## src/rtl/key_conditioner.sv

```systemverilog
// ---------------------------------------------------------------------------
// key_conditioner
//
// Purpose:
//   This is the input conditioning stage that sits in front of the
//   combination-lock FSM.
//   - The raw active-low ENTER push-button goes through a 2-flop
//     synchroniser into the clk domain and is then debounced.
//   - Each debounced press produces exactly one single-cycle ENTER pulse.
//   - The slide switches go through a 2-flop synchroniser only, with no
//     debounce. The result feeds the lock's MATCH comparison.
//
// Parameters:
//   DEBOUNCE_CYCLES : number of consecutive stable clk cycles needed to
//                     accept a level change on the button (must be >= 1)
//   SW_W            : width of the switch bus
//
// Ports:
//   clk     in   1     system clock, rising-edge active
//   RESETN  in   1     asynchronous active-low reset
//   KEY_N   in   1     raw push-button, 0 = pressed, asynchronous to clk
//   SW_RAW  in   SW_W  raw slide switches, asynchronous to clk
//   ENTER   out  1     registered one-cycle pulse per accepted press
//   HELD    out  1     registered debounced button level, 1 = pressed
//   SW_SYNC out  SW_W  switches after the 2-flop synchroniser
// ---------------------------------------------------------------------------
module key_conditioner #(
   parameter int DEBOUNCE_CYCLES = 1000000,
   parameter int SW_W            = 10
) (
   input  logic            clk,
   input  logic            RESETN,
   input  logic            KEY_N,
   input  logic [SW_W-1:0] SW_RAW,
   output logic            ENTER,
   output logic            HELD,
   output logic [SW_W-1:0] SW_SYNC
);

   // The counter only has to reach DEBOUNCE_CYCLES-1, because it is cleared
   // before it could ever reach DEBOUNCE_CYCLES. With DEBOUNCE_CYCLES == 1,
   // $clog2 returns 0, so the width is clamped to at least one bit.
   localparam int CNT_W = (DEBOUNCE_CYCLES > 1) ? $clog2(DEBOUNCE_CYCLES) : 1;
   localparam logic [CNT_W-1:0] CNT_LAST = CNT_W'(DEBOUNCE_CYCLES - 1);
   localparam logic [CNT_W-1:0] CNT_ONE  = CNT_W'(1);

   typedef enum logic [1:0] {
      RELEASED     = 2'd0,
      PRESS_WAIT   = 2'd1,
      PRESSED      = 2'd2,
      RELEASE_WAIT = 2'd3
   } keyState_t;

   logic            keyMeta_q;
   logic            keySync_q;
   logic [SW_W-1:0] swMeta_q;
   logic [SW_W-1:0] swSync_q;

   keyState_t       state_q;
   logic [CNT_W-1:0] cnt_q;
   logic            enter_q;
   logic            held_q;

   // Key synchroniser.
   // Both flops reset to 1, the "released" level. This means that coming
   // out of reset, a button that is still held down looks like a fresh
   // press and must go through the full debounce again.
   // keySync_q is the synchronised key level that the FSM works on.
   always_ff @(posedge clk or negedge RESETN) begin
      if (!RESETN) begin
         keyMeta_q <= 1'b1;
         keySync_q <= 1'b1;
      end else begin
         keyMeta_q <= KEY_N;
         keySync_q <= keyMeta_q;
      end
   end

   // Switch synchroniser.
   // This is a plain two-stage synchroniser per bit. The switches are
   // slow-moving levels, and the lock only compares them when ENTER
   // fires, so no debounce is applied here.
   always_ff @(posedge clk or negedge RESETN) begin
      if (!RESETN) begin
         swMeta_q <= '0;
         swSync_q <= '0;
      end else begin
         swMeta_q <= SW_RAW;
         swSync_q <= swMeta_q;
      end
   end

   // Debounce FSM.
   // A level change on the synchronised key is accepted only after it has
   // been stable for DEBOUNCE_CYCLES cycles in one of the WAIT states.
   // Any reversal during a WAIT state returns the FSM to the stable state
   // it came from.
   //
   // HELD and ENTER are registered here together with the state:
   // - HELD follows the stable level.
   // - ENTER is set only on the PRESS_WAIT -> PRESSED transition and is
   //   cleared by default on every other edge. It can therefore never be
   //   high for two consecutive cycles.
   // A bounce during release (RELEASE_WAIT -> PRESSED) deliberately does
   // not set ENTER, so a button held down yields one pulse only.
   always_ff @(posedge clk or negedge RESETN) begin
      if (!RESETN) begin
         state_q <= RELEASED;
         cnt_q   <= '0;
         enter_q <= 1'b0;
         held_q  <= 1'b0;
      end else begin
         enter_q <= 1'b0;
         unique case (state_q)
            RELEASED: begin
               if (!keySync_q) begin
                  state_q <= PRESS_WAIT;
                  cnt_q   <= '0;
               end
            end
            PRESS_WAIT: begin
               if (keySync_q) begin
                  state_q <= RELEASED;
               end else if (cnt_q == CNT_LAST) begin
                  state_q <= PRESSED;
                  enter_q <= 1'b1;
                  held_q  <= 1'b1;
               end else begin
                  cnt_q <= cnt_q + CNT_ONE;
               end
            end
            PRESSED: begin
               if (keySync_q) begin
                  state_q <= RELEASE_WAIT;
                  cnt_q   <= '0;
               end
            end
            RELEASE_WAIT: begin
               if (!keySync_q) begin
                  state_q <= PRESSED;
               end else if (cnt_q == CNT_LAST) begin
                  state_q <= RELEASED;
                  held_q  <= 1'b0;
               end else begin
                  cnt_q <= cnt_q + CNT_ONE;
               end
            end
            default: begin
               state_q <= RELEASED;
               cnt_q   <= '0;
               held_q  <= 1'b0;
            end
         endcase
      end
   end

   assign ENTER   = enter_q;
   assign HELD    = held_q;
   assign SW_SYNC = swSync_q;

endmodule

```

## config.mk

```make
export PLATFORM = sky130hd
export DESIGN_NAME = key_conditioner
export DESIGN_NICKNAME = d
export VERILOG_FILES = /design/src/rtl/key_conditioner.sv
export SDC_FILE = /design/constraint.sdc
export NUM_CORES = 1
export LEC_CHECK = 0
export BUFFER_PORTS_ARGS = -buffer_cell sky130_fd_sc_hd__buf_2
export CAP_MARGIN = 20
export CORE_MARGIN = 3
export CORE_UTILIZATION = 30
export DETAILED_ROUTE_END_ITERATION = 6
export GPL_ROUTABILITY_DRIVEN = 0
export PLACE_DENSITY = 0.56
export SLEW_MARGIN = 40
export SYNTH_ARGS = -nofsm -noshare
export SYNTH_HDL_FRONTEND = slang
export SYNTH_SLANG_ARGS = --single-unit
```

## constraint.sdc

```tcl
create_clock -name clk -period 2.3 [get_ports clk]
set_input_delay 0.46 -clock clk [delete_from_list [all_inputs] [get_ports clk]]
set_output_delay 0.46 -clock clk [all_outputs]
set_load 0.005 [all_outputs]
```

==> reports/metrics.yaml, run 1 <==
status:
  status: "finished clean"
job:
  maxCapViolations: 0
yosys:
  syn_nets: 193
  synth.avg_cell_area_um2: 11.44
  synth_cell_types: 47
  synth_top_cell_by_area: "dfrtp_1"
  yosysMostFrequentCell: "dfrtp_1"
  ys_top_cells_by_count: "44 x dfrtp_1, 19 x nand2_1, 7 x nor4_1"
  ys_seq_area_frac: 0.5636
  yosysTopAreaCellShare: 0.5379
  syn_area_mm2: 0.002047
  synth-async-reset-ratio: 1.000
  ys_dominant_reg_cell: "dfrtp_1"
  synth-seq-cells: 46
  yosys-top-cells-area: "dfrtp_1 54%, nand2_1 3.5%, dfstp_2 2.6%"
  synth_enable_flop_cells: 0
  ys_warn_count: 0
  synth_cells: 179
min_path:
  hp-class: "in -> async"
sta:
  fin_crit_sh: 0.9559
  finalSetupViolations: 0
  max_freq_ghz: 0.4549
  drv_slew: 0
  worst_pin_slew_ns: 0.6024
  period_minus_slack_ns: 2.199
  worst_slack_ns: 0.1015
  fin_setup_tns_ns: 0
  hold_viol: 0
  rsz0062_at_grt: "no"
  finClkSkew_ns: 0.007921
  slew_headroom: 0.5984
setup_path:
  worstPathArrival_ns: 2.39
  reg2reg_depth: 4
  worstReg2RegEnd: "cnt_q[6]"
  r2r_start: "cnt_q[15]"
  crit_path_start_kind: "flop"
  path_cells: "or4_4 > or4_4 > or2_4 > a221o_1"
  slowest_delay_ns: 0.59
  crit_type: "reg -> reg"
  crit_top_cell: "or4_4"
  r2r_setup_slack_ns: 0.10
  worstPathRequired_ns: 2.49
  cp_slowest_cell: "or4_4"
  endpoint_kind: "flop"
  cp_max_fo: 5
grt:
  grt_pass1_wl_mm: 7.410
  first_global_vias: 1473
  antenna_found_initial: 0
  grt_usage: 0.1248
  grt_max_degree: 32
  grt_overflow: 0
cts:
  h-tree-depth: 2
  cts_tree: "yes"
  cts_buffers: 5
  cts.sink_count: 46
  post_cts_buffers: 0
  root_buffer: "clkbuf_8"
  insertion_delay_ns: 0.30
  clkTransAtPathRegs_ns: 0.09
  cts_resized: 0
  clk_path_buf_depth: 2
  cts_hold_buf: 0
drt:
  firstDrtPassIters: 4
  avgRoutedWirePerCell_um: 15.02
  routed_wl_mm: 4.475
  dr_total_vias: 1563
  via_per_inst: 5.245
  drt-initial-drc-count: 86
  ant_nets: 0
  drc: 0
final_layout:
  multi_input_area_um2: 843.3
  layout-drive-gt1-share: 0.2805
  nFillCells: 628
  synthToLayoutAreaGrowth_pct: 21.45
  diodes: 0
  regArea_mm2: 0.001154
  nNetsFinal: 234
floorplanning:
  die_y_um: 88.60
  coreArea_mm2: 0.006495
  placementRows: 29
  design.die.area_mm2: 0.007850
  die_w_um: 88.60
  io_pins: 25
  start_util: 0.3152
place:
  port_buffers: 24
  dpl.hpwl_mm: 3.118
  preCtsSetupSlack_ns: 0.1176
pwr:
  peakVddDrop_mv: 0.2184
  p_leak_nw: 1.161
  cellPowerDensity_mw_per_mm2: 651.4
## placed cells by master, fill, tap and decap left out, types with 5 or more instances in the layout
cell type	synthesis	routed
dfrtp_1	44	44
a22o_1	6	6
nor2_1	5	5
nor3_1	6	6
nand3_1	5	5
buf_4	1	17
nor4_1	7	7
nand4_1	5	5
nand2_1	19	19
a21o_1	5	5
clkbuf_8	0	5
mux2i_1	5	5
buf_2	1	24
a211o_1	5	5
## state kept, by name (all words and copies together) (netlist names), named ones only
register and cells:
swMeta_q 10, keyMeta_q 1, keySync_q 1, ENTER 1, HELD 1, SW_SYNC 10, cnt_q 20, state_q 1
## worst max-delay path, delay by kind of cell (launching register included)
kind / cells / cell delay, ns
and+or+nand+nor: 3 / 1.39
DFF: 1 / 0.40
AOI/OAI and AO/OA: 1 / 0.31
## worst max path at each step
stage | start | to | slack [ns] | depth (start not counted)
2_1_floorplan | cnt_q[15] | cnt_q[0] | 0.04 | 5
3_3_place_gp | cnt_q[15] | cnt_q[6] | 0.14 | 4
3_5_place_dp | cnt_q[15] | cnt_q[6] | 0.12 | 4
4_1_cts | cnt_q[15] | cnt_q[1] | 0.09 | 5
5_1_grt | cnt_q[15] | cnt_q[1] | 0.009 | 5
6_report | cnt_q[15] | cnt_q[6] | 0.10 | 4
## cell families (layout without fill, tap and decap cells)
group / Yosys count / in the layout / synth area share
xor gates and xnor gates: 2 / 2 / 0.008559
adders and majority gates: 1 / 1 / 0.006111
and+or+nand+nor: 74 / 74 / 0.2152
DFF: 46 / 46 / 0.5636
buffers and inverters: 12 / 54 / 0.02445
AOI/OAI and AO/OA: 36 / 36 / 0.1412
muxes: 8 / 8 / 0.04095
## layer usage
layer  wire [µm]  track usage  up-vias
met5           0            0        -
met4          53      0.04945        0
met3         167      0.03352        4
met2        1966       0.1808       36
met1        2286       0.1769      765
li1            -            -      758
## stage by stage
stage                     hold slack, ns  cell area, µm²  total power (W)  instances  utilization
after global placement            0.3312            2376         0.001029        290       0.3658
after CTS                         0.1723            2486         0.001636        298       0.3828
after global routing              0.1898            2486         0.001692        298       0.3828
final                             0.1617            2486         0.001620        298       0.3828
after detailed placement          0.3347            2376         0.001031        290       0.3658
after floorplan                   0.1644            2047        0.0009635        179            -
## layout make-up
| cell class | instances | share of cell area |
|---|---|---|
| sequential | 46 | 0.4640 |
| multi-input combinational | 121 | 0.3392 |
| timing repair buffer | 42 | 0.1077 |
| tap | 77 | 0.03875 |
| clock buffer | 6 | 0.02919 |
| clock inverter | 2 | 0.01510 |
| inverter | 4 | 0.006039 |
## where the power goes
part | switching, W | internal, W
clock network | 0.000281 | 0.000324
logic | 0.0000704 | 0.0000586
registers | 0.0000365 | 0.000849
(Power assumes the default switching activity.)
==> run 2: changes to the inputs <==
CELL_PAD_IN_SITES_DETAIL_PLACEMENT = 1   (was unset)
CELL_PAD_IN_SITES_GLOBAL_PLACEMENT = 1   (was unset)
PLACE_DENSITY = 0.66   (was 0.56)
==> reports/metrics.yaml, run 2 (synthesis gave the netlist of run 1 again) <==
final_layout:
  largest_reg_flops: 20  # unchanged
  nFillCells: 733  # was 628
  diodes: 0  # unchanged
  nNetsFinal: 234  # unchanged
  layout_commonest_cell: "dfrtp_1"  # unchanged
  final_cell_mix: "44 x dfrtp_1, 24 x buf_2, 19 x nand2_1, 18 x buf_4, 7 x nor4_1"  # was 44 x dfrtp_1, 24 x buf_2, 19 x nand2_1, 17 x buf_4, 7 x nor4_1
  layout-drive-gt1-share: 0.2851  # was 0.2805
  synthToLayoutAreaGrowth_pct: 21.33  # was 21.45%
  top_register: "cnt_q"  # unchanged
  finalNonFillerCells: 298  # unchanged
sta:
  period_minus_slack_ns: 2.216  # was 2.199 ns
  fin_crit_sh: 0.9636  # was 0.9559
  hold_viol: 0  # unchanged
  slew_headroom: 0.6038  # was 0.5984
  drv_slew: 0  # unchanged
  finClkSkew_ns: 0.01014  # was 0.007921 ns
  finalSetupViolations: 0  # unchanged
  max_freq_ghz: 0.4512  # was 0.4549 GHz
  fin_setup_tns_ns: 0  # unchanged
  worst_pin_slew_ns: 0.5943  # was 0.6024 ns
  rsz0062_at_grt: "no"  # unchanged
drt:
  routed_wl_mm: 4.971  # was 4.475 mm
  dr_total_vias: 1608  # was 1,563
  firstDrtPassIters: 4  # unchanged
  ant_nets: 0  # unchanged
  drc: 0  # unchanged
  via_per_inst: 5.396  # was 5.245
  avgRoutedWirePerCell_um: 16.68  # was 15.02 µm
  drt-initial-drc-count: 67  # was 86
floorplanning:
  start_util: 0.3152  # unchanged
  io_pins: 25  # unchanged
  coreArea_mm2: 0.006495  # unchanged
  design.die.area_mm2: 0.007850  # unchanged
  die_w_um: 88.60  # unchanged
  die_y_um: 88.60  # unchanged
  placementRows: 29  # unchanged
pwr:
  cellPowerDensity_mw_per_mm2: 659.7  # was 651.4 mW/mm²
  total_power_w: 0.001639  # was 0.001620 W
  peakVddDrop_mv: 0.2435  # was 0.2184 mV
  p_leak_nw: 1.164  # was 1.161 nW
setup_path:
  reg2reg_depth: 4  # unchanged
  worstPathArrival_ns: 2.40  # was 2.39 ns
  endpoint_kind: "flop"  # unchanged
  cp_max_fo: 5  # unchanged
  crit_type: "reg -> reg"  # unchanged
  worstPathRequired_ns: 2.49  # about the same
  cp_slowest_cell: "or4_4"  # unchanged
  r2r_setup_slack_ns: 0.08  # was 0.10 ns
  slowest_delay_ns: 0.59  # about the same
  crit_path_start_kind: "flop"  # unchanged
  crit_top_cell: "or4_4"  # unchanged
  path_cells: "or4_4 > or4_4 > or2_4 > a221o_1"  # unchanged
job:
  maxCapViolations: 0  # unchanged
cts:
  cts_tree: "yes"  # unchanged
  clk_path_buf_depth: 2  # unchanged
  insertion_delay_ns: 0.30  # about the same
  cts_buffers: 5  # unchanged
  root_buffer: "clkbuf_8"  # unchanged
  cts_hold_buf: 0  # unchanged
  h-tree-depth: 2  # unchanged
  clkTransAtPathRegs_ns: 0.09  # about the same
  cts.sink_count: 46  # unchanged
grt:
  grt_pass1_wl_mm: 8.673  # was 7.410 mm
  grt_max_degree: 47  # was 32
  grt_use_met1: 0.1910  # was 0.1769
  first_global_vias: 1700  # was 1,473
  grt_overflow: 0  # unchanged
  top_usage_layer: "met2"  # unchanged
  antenna_found_initial: 0  # unchanged
  met3_usage: 0.03073  # was 0.03352
  met2_usage: 0.2386  # was 0.1808
  grt_usage: 0.1448  # was 0.1248
place:
  dp.cells: 290  # unchanged
  dpl.hpwl_mm: 3.472  # was 3.118 mm
  port_buffers: 24  # unchanged
min_path:
  hp-class: "in -> async"  # unchanged
status:
  status: "finished clean"  # unchanged
## run 2: final cells by class
type	instances	area [µm²]	area share
inverters	4	15.01	0.006045
clock inverters	3	43.79	0.01763
clock buffers	5	68.82	0.02771
repair buffers	42	255.2	0.1028
flip-flops and latches	46	1154	0.4645
well taps	77	96.34	0.03879
multi-input cells	121	850.8	0.3426
## run 2: per-stage QoR
stage	cell area, µm²	hold WS, ns	setup WS (ns)	utilization
3_3_place_gp	2364	0.3313	0.1425	0.3639
4_1_cts	2476	0.2334	0.08820	0.3812
3_5_place_dp	2364	0.3365	0.08212	0.3639
6_report	2484	0.2322	0.08374	0.3824
2_1_floorplan	2047	0.1644	0.04028	-
5_1_grt	2484	0.2270	0.02630	0.3824
## run 2: worst paths after layout
| check | from | end |
|---|---|---|
| min in group clk | KEY_N | keyMeta_q |
| max | cnt_q[15] | cnt_q[6] |
| min reg2reg | swMeta_q[4] | SW_SYNC[4] |
| min | RESETN | SW_SYNC[7] |
| max in group asynchronous | RESETN | cnt_q[18] |
| max reg2reg | cnt_q[15] | cnt_q[6] |
## run 2: worst max-delay path, delay by kind of cell, from the launching register on
kind / cells / cell delay, ns
simple gates: 3 / 1.39
flops: 1 / 0.39
compound gates: 1 / 0.32
## run 2: per-layer routing
layer / routed length (µm) / vias to the layer above / share of wire
li1: - / 756 / -
met1: 2435 / 830 / 0.49
met2: 2365 / 15 / 0.48
met3: 94 / 7 / 0.019
met4: 74 / 0 / 0.015
met5: 0 / - / 0
## run 2: what timing repair did
action | 4_1_cts | 5_1_grt
setup buffers | 0 | 0
setup endpoints to repair | 0 | 1
gates resized for setup | 0 | 1
## run 2: report_power, final
group	switching [W]	internal (W)
registers	0.0000290	0.000849
logic	0.0000817	0.0000652
clock network	0.000288	0.000326
